--- src/rtl/reg_bus_initiator.sv ---
// reg_bus_initiator
//   Requester end of the reg_req/reg_rsp register bus. Each command taken on
//   the cmd stream becomes exactly one reg bus transaction. The result comes
//   back on the rsp stream. A REQ-phase watchdog abandons a transaction whose
//   slave never answers. Counters track completed responses and errors.
//
// Ports
//   clk_i, rst_i                 clock, synchronous active-high reset
//   cmd_valid_i / cmd_ready_o    command handshake
//   cmd_addr_i, cmd_write_i,
//   cmd_wdata_i, cmd_wstrb_i     command fields
//   reg_valid_o, reg_addr_o,
//   reg_write_o, reg_wdata_o,
//   reg_wstrb_o                  reg_req (fields valid only with reg_valid_o)
//   reg_ready_i, reg_rdata_i,
//   reg_error_i                  reg_rsp
//   rsp_valid_o / rsp_ready_i    response handshake
//   rsp_rdata_o, rsp_error_o,
//   rsp_timeout_o                response fields
//   busy_o                       transaction in flight or response pending
//   txn_cnt_o                    completed responses (wrapping)
//   err_cnt_o                    responses with error (saturating)
//
// state | meaning
// IDLE  | waiting for a command
// REQ   | reg_valid_o asserted, waiting for reg_ready_i or timeout
// RSP   | response presented, waiting for rsp_ready_i
module reg_bus_initiator #(
  parameter int AddrWidth     = 32,
  parameter int DataWidth     = 32,
  parameter int TimeoutCycles = 1024
) (
  input  logic                   clk_i,
  input  logic                   rst_i,
  input  logic                   cmd_valid_i,
  output logic                   cmd_ready_o,
  input  logic [AddrWidth-1:0]   cmd_addr_i,
  input  logic                   cmd_write_i,
  input  logic [DataWidth-1:0]   cmd_wdata_i,
  input  logic [DataWidth/8-1:0] cmd_wstrb_i,
  output logic                   reg_valid_o,
  output logic [AddrWidth-1:0]   reg_addr_o,
  output logic                   reg_write_o,
  output logic [DataWidth-1:0]   reg_wdata_o,
  output logic [DataWidth/8-1:0] reg_wstrb_o,
  input  logic                   reg_ready_i,
  input  logic [DataWidth-1:0]   reg_rdata_i,
  input  logic                   reg_error_i,
  output logic                   rsp_valid_o,
  input  logic                   rsp_ready_i,
  output logic [DataWidth-1:0]   rsp_rdata_o,
  output logic                   rsp_error_o,
  output logic                   rsp_timeout_o,
  output logic                   busy_o,
  output logic [15:0]            txn_cnt_o,
  output logic [7:0]             err_cnt_o
);

  // The counter only has to reach TimeoutCycles-1: expiry is detected in the
  // last allowed REQ cycle so reg_valid_o is high for exactly TimeoutCycles.
  localparam int CntWidth = (TimeoutCycles < 2) ? 1 : $clog2(TimeoutCycles);
  localparam bit TmoEn    = (TimeoutCycles > 0);
  localparam logic [CntWidth-1:0] TmoLast =
    CntWidth'((TimeoutCycles > 0) ? TimeoutCycles - 1 : 0);

  typedef enum logic [1:0] {IDLE, REQ, RSP} state_e;

  state_e              state_q, state_d;
  logic [CntWidth-1:0] tmo_q;
  logic                accept, complete, expire, rsp_done;

  always_ff @(posedge clk_i) begin
    if (rst_i) state_q <= IDLE;
    else       state_q <= state_d;
  end

  always_comb begin
    state_d     = state_q;
    cmd_ready_o = 1'b0;
    accept      = 1'b0;
    complete    = 1'b0;
    expire      = 1'b0;
    rsp_done    = 1'b0;
    case (state_q)
      IDLE: begin
        cmd_ready_o = 1'b1;
        if (cmd_valid_i) begin
          accept  = 1'b1;
          state_d = REQ;
        end
      end
      REQ: begin
        // A ready arriving on the expiry cycle wins over the timeout.
        if (reg_ready_i) begin
          complete = 1'b1;
          state_d  = RSP;
        end else if (TmoEn && tmo_q == TmoLast) begin
          expire  = 1'b1;
          state_d = RSP;
        end
      end
      RSP: begin
        cmd_ready_o = rsp_ready_i;
        if (rsp_ready_i) begin
          rsp_done = 1'b1;
          if (cmd_valid_i) begin
            accept  = 1'b1;
            state_d = REQ;
          end else begin
            state_d = IDLE;
          end
        end
      end
      default: state_d = IDLE;
    endcase
  end

  assign reg_valid_o = (state_q == REQ);
  assign rsp_valid_o = (state_q == RSP);
  assign busy_o      = (state_q != IDLE);

  always_ff @(posedge clk_i) begin
    if (rst_i) begin
      reg_addr_o    <= '0;
      reg_write_o   <= 1'b0;
      reg_wdata_o   <= '0;
      reg_wstrb_o   <= '0;
      tmo_q         <= '0;
      rsp_rdata_o   <= '0;
      rsp_error_o   <= 1'b0;
      rsp_timeout_o <= 1'b0;
      txn_cnt_o     <= '0;
      err_cnt_o     <= '0;
    end else begin
      if (accept) begin
        reg_addr_o  <= cmd_addr_i;
        reg_write_o <= cmd_write_i;
        reg_wdata_o <= cmd_wdata_i;
        reg_wstrb_o <= cmd_wstrb_i;
        tmo_q       <= '0;
      end else if (state_q == REQ) begin
        tmo_q <= tmo_q + 1'b1;
      end

      if (complete) begin
        rsp_rdata_o   <= reg_write_o ? '0 : reg_rdata_i;
        rsp_error_o   <= reg_error_i;
        rsp_timeout_o <= 1'b0;
      end else if (expire) begin
        rsp_rdata_o   <= '0;
        rsp_error_o   <= 1'b1;
        rsp_timeout_o <= 1'b1;
      end

      if (rsp_done) begin
        txn_cnt_o <= txn_cnt_o + 16'd1;
        if (rsp_error_o && err_cnt_o != 8'hFF) err_cnt_o <= err_cnt_o + 8'd1;
      end
    end
  end

endmodule

--- config.mk ---
export PLATFORM = sky130hd
export DESIGN_NAME = reg_bus_initiator
export DESIGN_NICKNAME = d
export VERILOG_FILES = /design/src/rtl/reg_bus_initiator.sv
export SDC_FILE = /design/constraint.sdc
export NUM_CORES = 1
export LEC_CHECK = 0
export ABC_AREA = 0
export CAP_MARGIN = 20
export CELL_PAD_IN_SITES_DETAIL_PLACEMENT = 0
export CELL_PAD_IN_SITES_GLOBAL_PLACEMENT = 1
export CORE_MARGIN = 1.5
export CORE_UTILIZATION = 24
export DETAILED_ROUTE_END_ITERATION = 8
export HOLD_SLACK_MARGIN = 0.1
export PLACE_DENSITY_LB_ADDON = 0.1
export RECOVER_POWER = 100
export SETUP_SLACK_MARGIN = 0.5
export SLEW_MARGIN = 20
export SYNTH_ARGS = -nofsm -noshare
export SYNTH_HDL_FRONTEND = slang
export SYNTH_SLANG_ARGS = --single-unit
--- constraint.sdc ---
create_clock -name clk_i -period 1.8 [get_ports clk_i]
set_input_delay 0.27 -clock clk_i [delete_from_list [all_inputs] [get_ports clk_i]]
set_output_delay 0.27 -clock clk_i [all_outputs]
set_load 0.05 [all_outputs]
==> impl_metrics.yaml <==
setup_path:
  arrival_ns: 2.00
  end_kind: "register"
  critical_path_class: "reg2reg"
  critical_path_required_ns: 2.14
  startpoint_type: "register"
  rrSetupSlack_ns: 0.15
  worstPathMaxFanout: 8
placed_design:
  io_buffer_count: 237
  place_inst: 1076
  gp_congestion: 0.730
  place_hpwl_um: 12100
synth:
  ys_types: 41
  yosys.area.top_type: "dfxtp_1"
  synthCells: 578
  synth_area_leaders: "dfxtp_1 (55%), nand2_1 (11%), a21oi_1 (7.9%), a22o_1 (5.5%), nor2_1 (2.4%)"
  synthArstFlopShare: 0
  avgSynthCellArea_sq_um: 8.81
  synth_top_flop_cell: "dfxtp_1"
  yosysSeqAreaShare: 0.547
  ys_seq_elements: 139
  syn_area_sq_um: 5090
  synth_top_area_frac: 0.547
  yosysWarnings: 0
  synth_edf_count: 0
  synth.net_count: 688
clocking:
  clock_path_buffers: 2
  cts_tree: "yes"
  tritoncts.num_buffers: 17
  worst_skew_pair.late_latency_ns: 0.42
  clock-root-buffer: "clkbuf_16"
  htree_levels: 4
  cts_sinks: 139
  ctsHoldBuffers: 0
  path_clk_slew_ns: 0.07
layout:
  area_delta_synth_final_pct: 94.8
  stdcell_count: 1189
  n_antenna_cell: 0
  fill_cells: 2041
  drive_gt1_frac: 0.369
  final_util: 0.475
  layout_commonest_cell: "clkbuf_1"
  mostFrequentLayoutCells: "clkbuf_1 (125), dfxtp_1 (110), clkdlybuf4s50_1 (104), nand2_4 (76), nand2_1 (64)"
  final_nets: 1011
route:
  drt-vias-per-instance: 4.60
  drt_wl_total_um: 20600
  ant_nets: 0
  drt_iter0_markers: 170
  num_vias: 5474
  detail_route.wl_per_cell_um: 17.3
  drcViolationCount: 0
  drt_first_pass_iters: 4
global_routing:
  antenna_found_initial: 0
  grt_pass1_vias: 5249
  grtUsageTotal: 0.170
  gr-total-overflow: 0
  grt_max_degree: 37
  grt_pass1_wl_um: 29100
power:
  irDropWorstVdd_uv: 577
  clkPwrFrac: 0.421
  swShare: 0.298
  p_leak_nw: 4.02
  p_per_area_nw_per_um2: 889
  p_int_mw: 6.18
  switchingPower_mw: 2.63
  combPwrFrac: 0.208
  pwr-share-seq: 0.372
floorplanning:
  coreArea_sq_um: 20900
  die_area_sq_um: 22100
  die_w_um: 149
  die_y_um: 149
  start_util: 0.244
  top_level_ports: 238
  std_cell_rows: 53
hold_path:
  hold_path_class: "in2reg"
job:
  drv_cap: 0
timing:
  period_share: 0.918
  min_period_ns: 1.65
  rsz0062_at_grt: "yes"
  skew_ns: 0.0114
  slew_violations: 0
  hold_violations: 0
  slew-limit-headroom: 0.540
  max_freq_ghz: 0.605
  worst_pin_slew_ns: 0.693
  setup_viol: 0
status:
  status: "finished, final reports clean"
## kinds of logic after synthesis
logic type	Yosys count	share of synthesized area
XOR/XNOR	21	0.0361
adder cells (fa/ha/maj)	3	0.00738
AND/OR/NAND/NOR	238	0.208
AO/OA/AOI/OAI	133	0.162
flip-flops	139	0.547
buffers and inverters	42	0.0354
multiplexers	2	0.00393
## synth_stat cells, types with 2 or more instances
cell type  count
nand2_1      154
dfxtp_1      139
a21oi_1       80
a22o_1        32
nor2_1        32
clkbuf_1      25
xor2_1        12
nand3_1       11
buf_2          9
xnor2_1        9
nand4_1        8
nor3_1         6
nor4_1         6
o21ai_0        6
inv_1          5
or3_1          5
a31oi_1        3
and4_1         3
and4b_1        3
ha_1           3
nand2b_1       3
a211oi_1       2
mux2i_1        2
o211ai_1       2
or2_2          2
## cell type report
| cell class | count | area (sq um) | area share |
|---|---|---|---|
| inverter | 6 | 32.5 | 0.00328 |
| clock inverter | 14 | 183 | 0.0184 |
| timing repair buffer | 339 | 2950 | 0.298 |
| tap | 275 | 344 | 0.0347 |
| clock buffer | 18 | 439 | 0.0443 |
| sequential | 139 | 2860 | 0.289 |
| multi-input combinational | 398 | 3100 | 0.312 |
## power by group through the flow
stage	sequential, mW	clock [mW]	combinational, mW
floorplan	3.75	0	0.361
global placement	3.33	0	1.40
detailed placement	3.33	0	1.40
CTS	3.26	3.83	1.66
global route	3.29	3.98	1.92
finish	3.27	3.71	1.83
## stage by stage
step | power [mW] | TNS [ns] | hold slack, ns | worst slack, ns | cell area (sq um)
detailed placement | 4.74 | -0.714 | 0.444 | -0.164 | 7980
CTS | 8.75 | 0 | 0.196 | 0.229 | 9310
floorplan | 4.11 | 0 | 0.403 | 0.149 | 5340
finish | 8.81 | 0 | 0.215 | 0.147 | 9910
global route | 9.19 | 0 | 0.237 | 0.0833 | 9910
global placement | 4.72 | -0.498 | 0.438 | -0.149 | 7980
## timing repair
item                                    in CTS  in global routing
pin swaps                                   34                148
cloned                                      11                  9
hold endpoints to repair                     0                  0
endpoints found under the setup margin     225                181
gates resized for setup                    500                323
buffers inserted                            42                 19
## layer usage
| layer | wire, um | vias up | part of all wire | global-route usage |
|---|---|---|---|---|
| li1 | - | 2641 | - | - |
| met1 | 8860 | 2626 | 0.43 | 0.208 |
| met2 | 10100 | 181 | 0.49 | 0.283 |
| met3 | 1230 | 26 | 0.060 | 0.0488 |
| met4 | 396 | 0 | 0.019 | 0.0604 |
| met5 | 0 | - | 0 | 0 |
## worst paths after layout
path / startpoint / endpoint / depth (start not counted)
setup / recovery: state_q[1] / reg_addr_o[22] / 7
hold / removal: rst_i / txn_cnt_o[1] / 2
setup reg to reg: state_q[1] / reg_addr_o[22] / 7
hold reg to reg: reg_addr_o[18] / reg_addr_o[18] / 2
## registers in the layout, summed over array words and instances, names as in the netlist, 2 cells and up
register     cells
reg_wstrb_o      4
txn_cnt_o       16
err_cnt_o        8
state_q          2
reg_wdata_o     32
tmo_q           10
reg_addr_o      32
rsp_rdata_o     32
## worst max-delay path, cell delays in order (launching register included)
cell and delay [ns]:
dfxtp_4 0.39, inv_4 0.09, buf_6 0.09, o211a_2 0.44, buf_12 0.18, buf_6 0.20
nand2_4 0.05, a21oi_1 0.12
Power figures use the tool's default switching activity.
